### src/rtl/lcd_frame_sequencer.sv
// lcd_frame_sequencer
//   Holds a 2x16 character frame buffer written by the host and streams a
//   full-screen update to the LCD1602 byte driver over valid/ready:
//   row-1 address command, 16 characters, row-2 address command, 16 characters.
//   The downstream driver owns all en/rs/rw pin timing.
//
// Ports
//   clk, rst_n    clock, asynchronous active-low reset
//   wr_en         host write strobe, one cell per cycle, always accepted
//   wr_addr[4:0]  cell index: 0-15 row 1, 16-31 row 2
//   wr_data[7:0]  character code
//   refresh       single-cycle request for a full-screen rewrite
//   out_valid     out_rs/out_data hold a byte for the driver
//   out_rs        0 = command byte, 1 = character byte
//   out_data[7:0] byte to the driver
//   out_ready     driver accepts the byte at this edge
//   busy          frame in progress
//   frame_done    one-cycle pulse after the last byte of a frame transfers
module lcd_frame_sequencer #(
    parameter logic [7:0] FILL_CHAR    = 8'h20,
    parameter bit         AUTO_REFRESH = 1'b1,
    parameter logic [7:0] ROW1_CMD_VAL = 8'h80,
    parameter logic [7:0] ROW2_CMD_VAL = 8'hC0
) (
    input  logic       clk,
    input  logic       rst_n,
    input  logic       wr_en,
    input  logic [4:0] wr_addr,
    input  logic [7:0] wr_data,
    input  logic       refresh,
    output logic       out_valid,
    output logic       out_rs,
    output logic [7:0] out_data,
    input  logic       out_ready,
    output logic       busy,
    output logic       frame_done
);

    typedef enum logic [2:0] {
        S_IDLE,
        S_R1CMD,
        S_R1CHR,
        S_R2CMD,
        S_R2CHR,
        S_DONE
    } state_t;

    state_t            state_q, state_d;
    logic [3:0]        col_q, col_d;
    logic [31:0][7:0]  mem_q, mem_d;
    logic              dirty_q, dirty_d;
    logic              req_q, req_d;
    logic              out_valid_q, out_valid_d;
    logic              out_rs_q, out_rs_d;
    logic [7:0]        out_data_q, out_data_d;
    logic              frame_done_q, frame_done_d;

    logic              xfer;
    logic              leave_idle;
    logic [3:0]        col_inc;

    assign xfer    = out_valid_q && out_ready;
    assign col_inc = col_q + 4'd1;

    always_comb begin
        state_d      = state_q;
        col_d        = col_q;
        mem_d        = mem_q;
        dirty_d      = dirty_q;
        req_d        = req_q;
        out_valid_d  = out_valid_q;
        out_rs_d     = out_rs_q;
        out_data_d   = out_data_q;
        frame_done_d = 1'b0;
        leave_idle   = 1'b0;

        // The next byte is loaded on the transfer edge itself, so the
        // character index used here is the column that follows the one
        // just accepted. mem_q is the pre-write value: a write on the
        // same edge only shows up in later frames.
        case (state_q)
            S_IDLE: begin
                if (req_q || (AUTO_REFRESH && dirty_q)) begin
                    state_d     = S_R1CMD;
                    leave_idle  = 1'b1;
                    out_valid_d = 1'b1;
                    out_rs_d    = 1'b0;
                    out_data_d  = ROW1_CMD_VAL;
                end
            end
            S_R1CMD: begin
                if (xfer) begin
                    state_d    = S_R1CHR;
                    col_d      = 4'd0;
                    out_rs_d   = 1'b1;
                    out_data_d = mem_q[5'd0];
                end
            end
            S_R1CHR: begin
                if (xfer) begin
                    if (col_q == 4'd15) begin
                        state_d    = S_R2CMD;
                        out_rs_d   = 1'b0;
                        out_data_d = ROW2_CMD_VAL;
                    end else begin
                        col_d      = col_inc;
                        out_data_d = mem_q[{1'b0, col_inc}];
                    end
                end
            end
            S_R2CMD: begin
                if (xfer) begin
                    state_d    = S_R2CHR;
                    col_d      = 4'd0;
                    out_rs_d   = 1'b1;
                    out_data_d = mem_q[5'd16];
                end
            end
            S_R2CHR: begin
                if (xfer) begin
                    if (col_q == 4'd15) begin
                        state_d      = S_DONE;
                        col_d        = 4'd0;
                        out_valid_d  = 1'b0;
                        frame_done_d = 1'b1;
                    end else begin
                        col_d      = col_inc;
                        out_data_d = mem_q[{1'b1, col_inc}];
                    end
                end
            end
            S_DONE: begin
                state_d = S_IDLE;
            end
            default: begin
                state_d     = S_IDLE;
                out_valid_d = 1'b0;
            end
        endcase

        // Flags clear when a frame starts; a write or refresh on that
        // same edge re-arms them so another frame follows.
        if (leave_idle) begin
            dirty_d = 1'b0;
            req_d   = 1'b0;
        end
        if (wr_en) begin
            mem_d[wr_addr] = wr_data;
            dirty_d        = 1'b1;
        end
        if (refresh) begin
            req_d = 1'b1;
        end
    end

    always_ff @(posedge clk or negedge rst_n) begin
        if (!rst_n) begin
            state_q      <= S_IDLE;
            col_q        <= 4'd0;
            mem_q        <= {32{FILL_CHAR}};
            dirty_q      <= 1'b0;
            req_q        <= 1'b0;
            out_valid_q  <= 1'b0;
            out_rs_q     <= 1'b0;
            out_data_q   <= 8'h00;
            frame_done_q <= 1'b0;
        end else begin
            state_q      <= state_d;
            col_q        <= col_d;
            mem_q        <= mem_d;
            dirty_q      <= dirty_d;
            req_q        <= req_d;
            out_valid_q  <= out_valid_d;
            out_rs_q     <= out_rs_d;
            out_data_q   <= out_data_d;
            frame_done_q <= frame_done_d;
        end
    end

    assign out_valid  = out_valid_q;
    assign out_rs     = out_rs_q;
    assign out_data   = out_data_q;
    assign frame_done = frame_done_q;
    assign busy       = (state_q != S_IDLE);

endmodule
### config.mk
export PLATFORM = sky130hd
export DESIGN_NAME = lcd_frame_sequencer
export DESIGN_NICKNAME = d
export VERILOG_FILES = /design/src/rtl/lcd_frame_sequencer.sv
export SDC_FILE = /design/constraint.sdc
export NUM_CORES = 1
export LEC_CHECK = 0
export BUFFER_PORTS_ARGS = -buffer_cell sky130_fd_sc_hd__buf_2
export CAP_MARGIN = 20
export CORE_MARGIN = 2
export CORE_UTILIZATION = 40
export CTS_CLUSTER_DIAMETER = 100
export DETAILED_ROUTE_END_ITERATION = 10
export HOLD_SLACK_MARGIN = 0.03
export PLACE_DENSITY_LB_ADDON = 0.15
export SLEW_MARGIN = 20
export SYNTH_ARGS = -nofsm -noshare
export SYNTH_HDL_FRONTEND = slang
export SYNTH_SLANG_ARGS = --single-unit
### constraint.sdc
create_clock -name clk -period 2 [get_ports clk]
set_input_delay 0.1 -clock clk [delete_from_list [all_inputs] [get_ports clk]]
set_output_delay 0.1 -clock clk [all_outputs]
set_load 0.02 [all_outputs]
==> results.md <==
- Status: finished, violations left
- Failing checks: setup timing
- Gr busiest metal: met2
- Overflow after GRT: 0
- Main synth FF type: dfrtp_1
- Ys Warns: 0
- Worst-Skew Late Latency: 520 ps
- Drt drc: 0
- Largest net degree at the start of global routing: 68
- GR Util met3: 0.03280
- Ratio of cells with drive above 1 in the final layout: 0.5610
- Layout Nets: 1025
- Crit path time final: 2314 ps
- Design area: 0.01582 mm^2
- Die footprint: 0.03411 mm^2
- Max cap viols: 0
- Total clock buffers created by CTS: 34
- RSZ-0062 raised after global routing: yes
- Initial Utilization: 0.4034
- Final Hold Viols: 0
- Critical path class: reg2reg
- Power per cell area: 1482 mW/mm^2
- Max-slew violations: 0
- Vias per inst: 5.419
- Crit end category: flip-flop
- Placed inst area: 0.01436 mm^2
- Inst Count DP: 1395
- Worst setup SP type: flip-flop
- Highest Clock Rate: 432.2 MHz
- Met1 usage: 0.3030
- Synth Area in Adders: 0.0009581
- CP required: 2380 ps
- DRT Pass-1 Iters: 4
- PnR worst setup slack: -314.0 ps
- CTS tree: yes
- Sequential fraction of the synthesis area: 0.5320
- Final wirelength: 34.67 mm
- Synth Area in XOR/XNOR: 0.005366
- Synth Area in Compound Gates: 0.02673
- Rel. slew slack: 0.4874
- Period utilisation layout: 1.157
- Initial antenna violation count: 1
- Count of final setup violators: 8
- Antenna Diode Count: 0
- Filler cell count: 2915
- EDFF count, synth: 0
- Synth Cell Area: 0.01306 mm^2
- Max Buffers Root-to-Sink: 3
- Global Route Usage Sum: 0.2101
- CTS Root Cell: clkbuf_16
- Leakage: 6.849 nW
- Io pins: 30
- Clock sink total: 276
- Worst-margin pin slew: 768.9 ps
- Worst VDD drop: 0.7869 mV
- Mapped Nets: 908
- Critical path peak fanout: 9
- Total number of vias: 7987
- Arrival @ worst endpoint: 2700 ps
- Util after Layout: 0.4887
- HP Class: in2reg
- Post-synthesis register bit count: 276
- Number of global-route vias before repair: 8307
- Worst Clk Skew: 25.52 ps
- Core area: 0.03237 mm^2
- Synth Instances: 889
- First-pass GRT wire length: 53.14 mm
- GRT met2 Usage: 0.3355
- Syn-to-layout area delta: 21.14%
- DIE HEIGHT: 184.7 um
- # H-tree levels: 2
- Async SR Flop Fraction: 1.000
- Mux contribution to synthesized area: 0.3545
- Post-DP HPWL: 22.66 mm
- Detailed Route Iter0 Violations: 548
- Pre-CTS setup slack: -423.8 ps
- Area fraction in and, or, nand and nor cells after synthesis: 0.05519
- Finished Layout Cells: 1474
- Largest family of logic cells by synthesized area: multiplexers
- Clock transition at the registers of the reported paths: 60 ps
- Post-Syn Area per Cell: 14.69 um^2
- Final RePlAce weighted congestion: 0.7920
- Synth cell types: 59
- IO buf count: 29
- Final ANT Viol Nets: 0
- WL/cell: 23.52 um
- Cell row count: 66
- Die W: 184.7 um
- Total power draw: 23.44 mW
==> final timing paths <==
path                            from     endpoint  slack [ps]  cells past startpoint
min reg2reg                   out_rs       out_rs         470                      2
min                        out_ready  out_data[6]          40                      3
max                         col_q[0]  out_data[5]        -310                      8
max reg2reg                 col_q[0]  out_data[5]        -310                      8
max in group asynchronous      rst_n   mem_q[157]        1080                      3
min in group asynchronous      rst_n    mem_q[39]         140                      2
==> synthesized netlist by cell type (6+ instances only) <==
cell | instances | share of area
o32ai_1 | 6 | 0.0040
mux2_2 | 261 | 0.23
mux2i_1 | 35 | 0.027
nor3b_1 | 6 | 0.0034
nand3_1 | 9 | 0.0034
nand2_1 | 47 | 0.014
mux4_2 | 56 | 0.097
dfstp_2 | 32 | 0.064
nor3_1 | 20 | 0.0077
nor2_2 | 8 | 0.0038
buf_2 | 8 | 0.0031
clkbuf_1 | 42 | 0.012
dfrtp_1 | 244 | 0.47
nor2_1 | 24 | 0.0069
==> where the power goes <==
| part | switching (mW) | internal (mW) | total, mW |
|---|---|---|---|
| Sequential | 0.749 | 6.86 | 7.61 |
| Clock | 2.41 | 3.74 | 6.15 |
| Combinational | 4.47 | 5.21 | 9.68 |
==> critical path, cell delays in order (launching register included) <==
cell     delay [ps]
dfrtp_4         510
ha_4            350
buf_12          150
buf_12          140
buf_8           120
mux4_2          290
mux2i_2         250
o31ai_2          90
a221o_1         290
==> cell usage in the layout, fill, tap and decap left out, drive strengths merged, types with 5 or more instances in the layout <==
cell      n
buf     141
clkbuf   57
dfrtp   244
dfstp    32
inv       5
mux2    261
mux2i    35
mux4     59
nand2    47
nand2b    6
nand3    10
nand3b    5
nor2     32
nor3     20
nor3b     6
o21ai     5
o32ai     6
==> stage by stage <==
| step | hold slack, ps | setup TNS (ps) |
|---|---|---|
| global placement | 90.19 | -2231 |
| CTS | 32.15 | -1865 |
| floorplan | -195.6 | -0.5635 |
| detailed placement | 89.64 | -2489 |
| finish | 44.44 | -2086 |
| global route | 72.55 | -2897 |
==> what timing repair did <==
item                                    4_1_cts  5_1_grt
setup buffers                                 9        4
pin swaps                                     2        3
endpoints found under the setup margin        8       12
endpoints found under the hold margin       146        0
hold buffers                                  2        0
resized for setup                            23       17
gates cloned                                  0        2
==> cells by family after synthesis <==
kind of cell    count (synthesis)
flops                         276
simple gates                  143
buf+inv                        65
fa+ha+maj                       1
compound gates                 44
mux                           355
xor+xnor                        5
==> area by class of cell <==
cell class / instances / area (um^2) / area share
Inverter: 2 / 7.507 / 0.0004746
Timing Repair Buffer: 144 / 1255 / 0.07933
Clock inverter: 6 / 102.6 / 0.006486
Multi-Input combinational cell: 548 / 5937 / 0.3753
Clock buffer: 56 / 1013 / 0.06407
Tap cell: 442 / 553.0 / 0.03496
Sequential cell: 276 / 6950 / 0.4394
==> metal layers <==
layer	vias to the layer above	wire length, um
met5	-	16
met4	2	657
met3	43	1136
met2	133	16520
met1	4271	16340
li1	3538	-
==> sequential cells by signal (all words and copies together), names as in the netlist, 3 cells and up <==
register  flops
out_data      8
col_q         4
mem_q       256
state_q       3
Note: power is estimated with default switching activity, not from simulation.
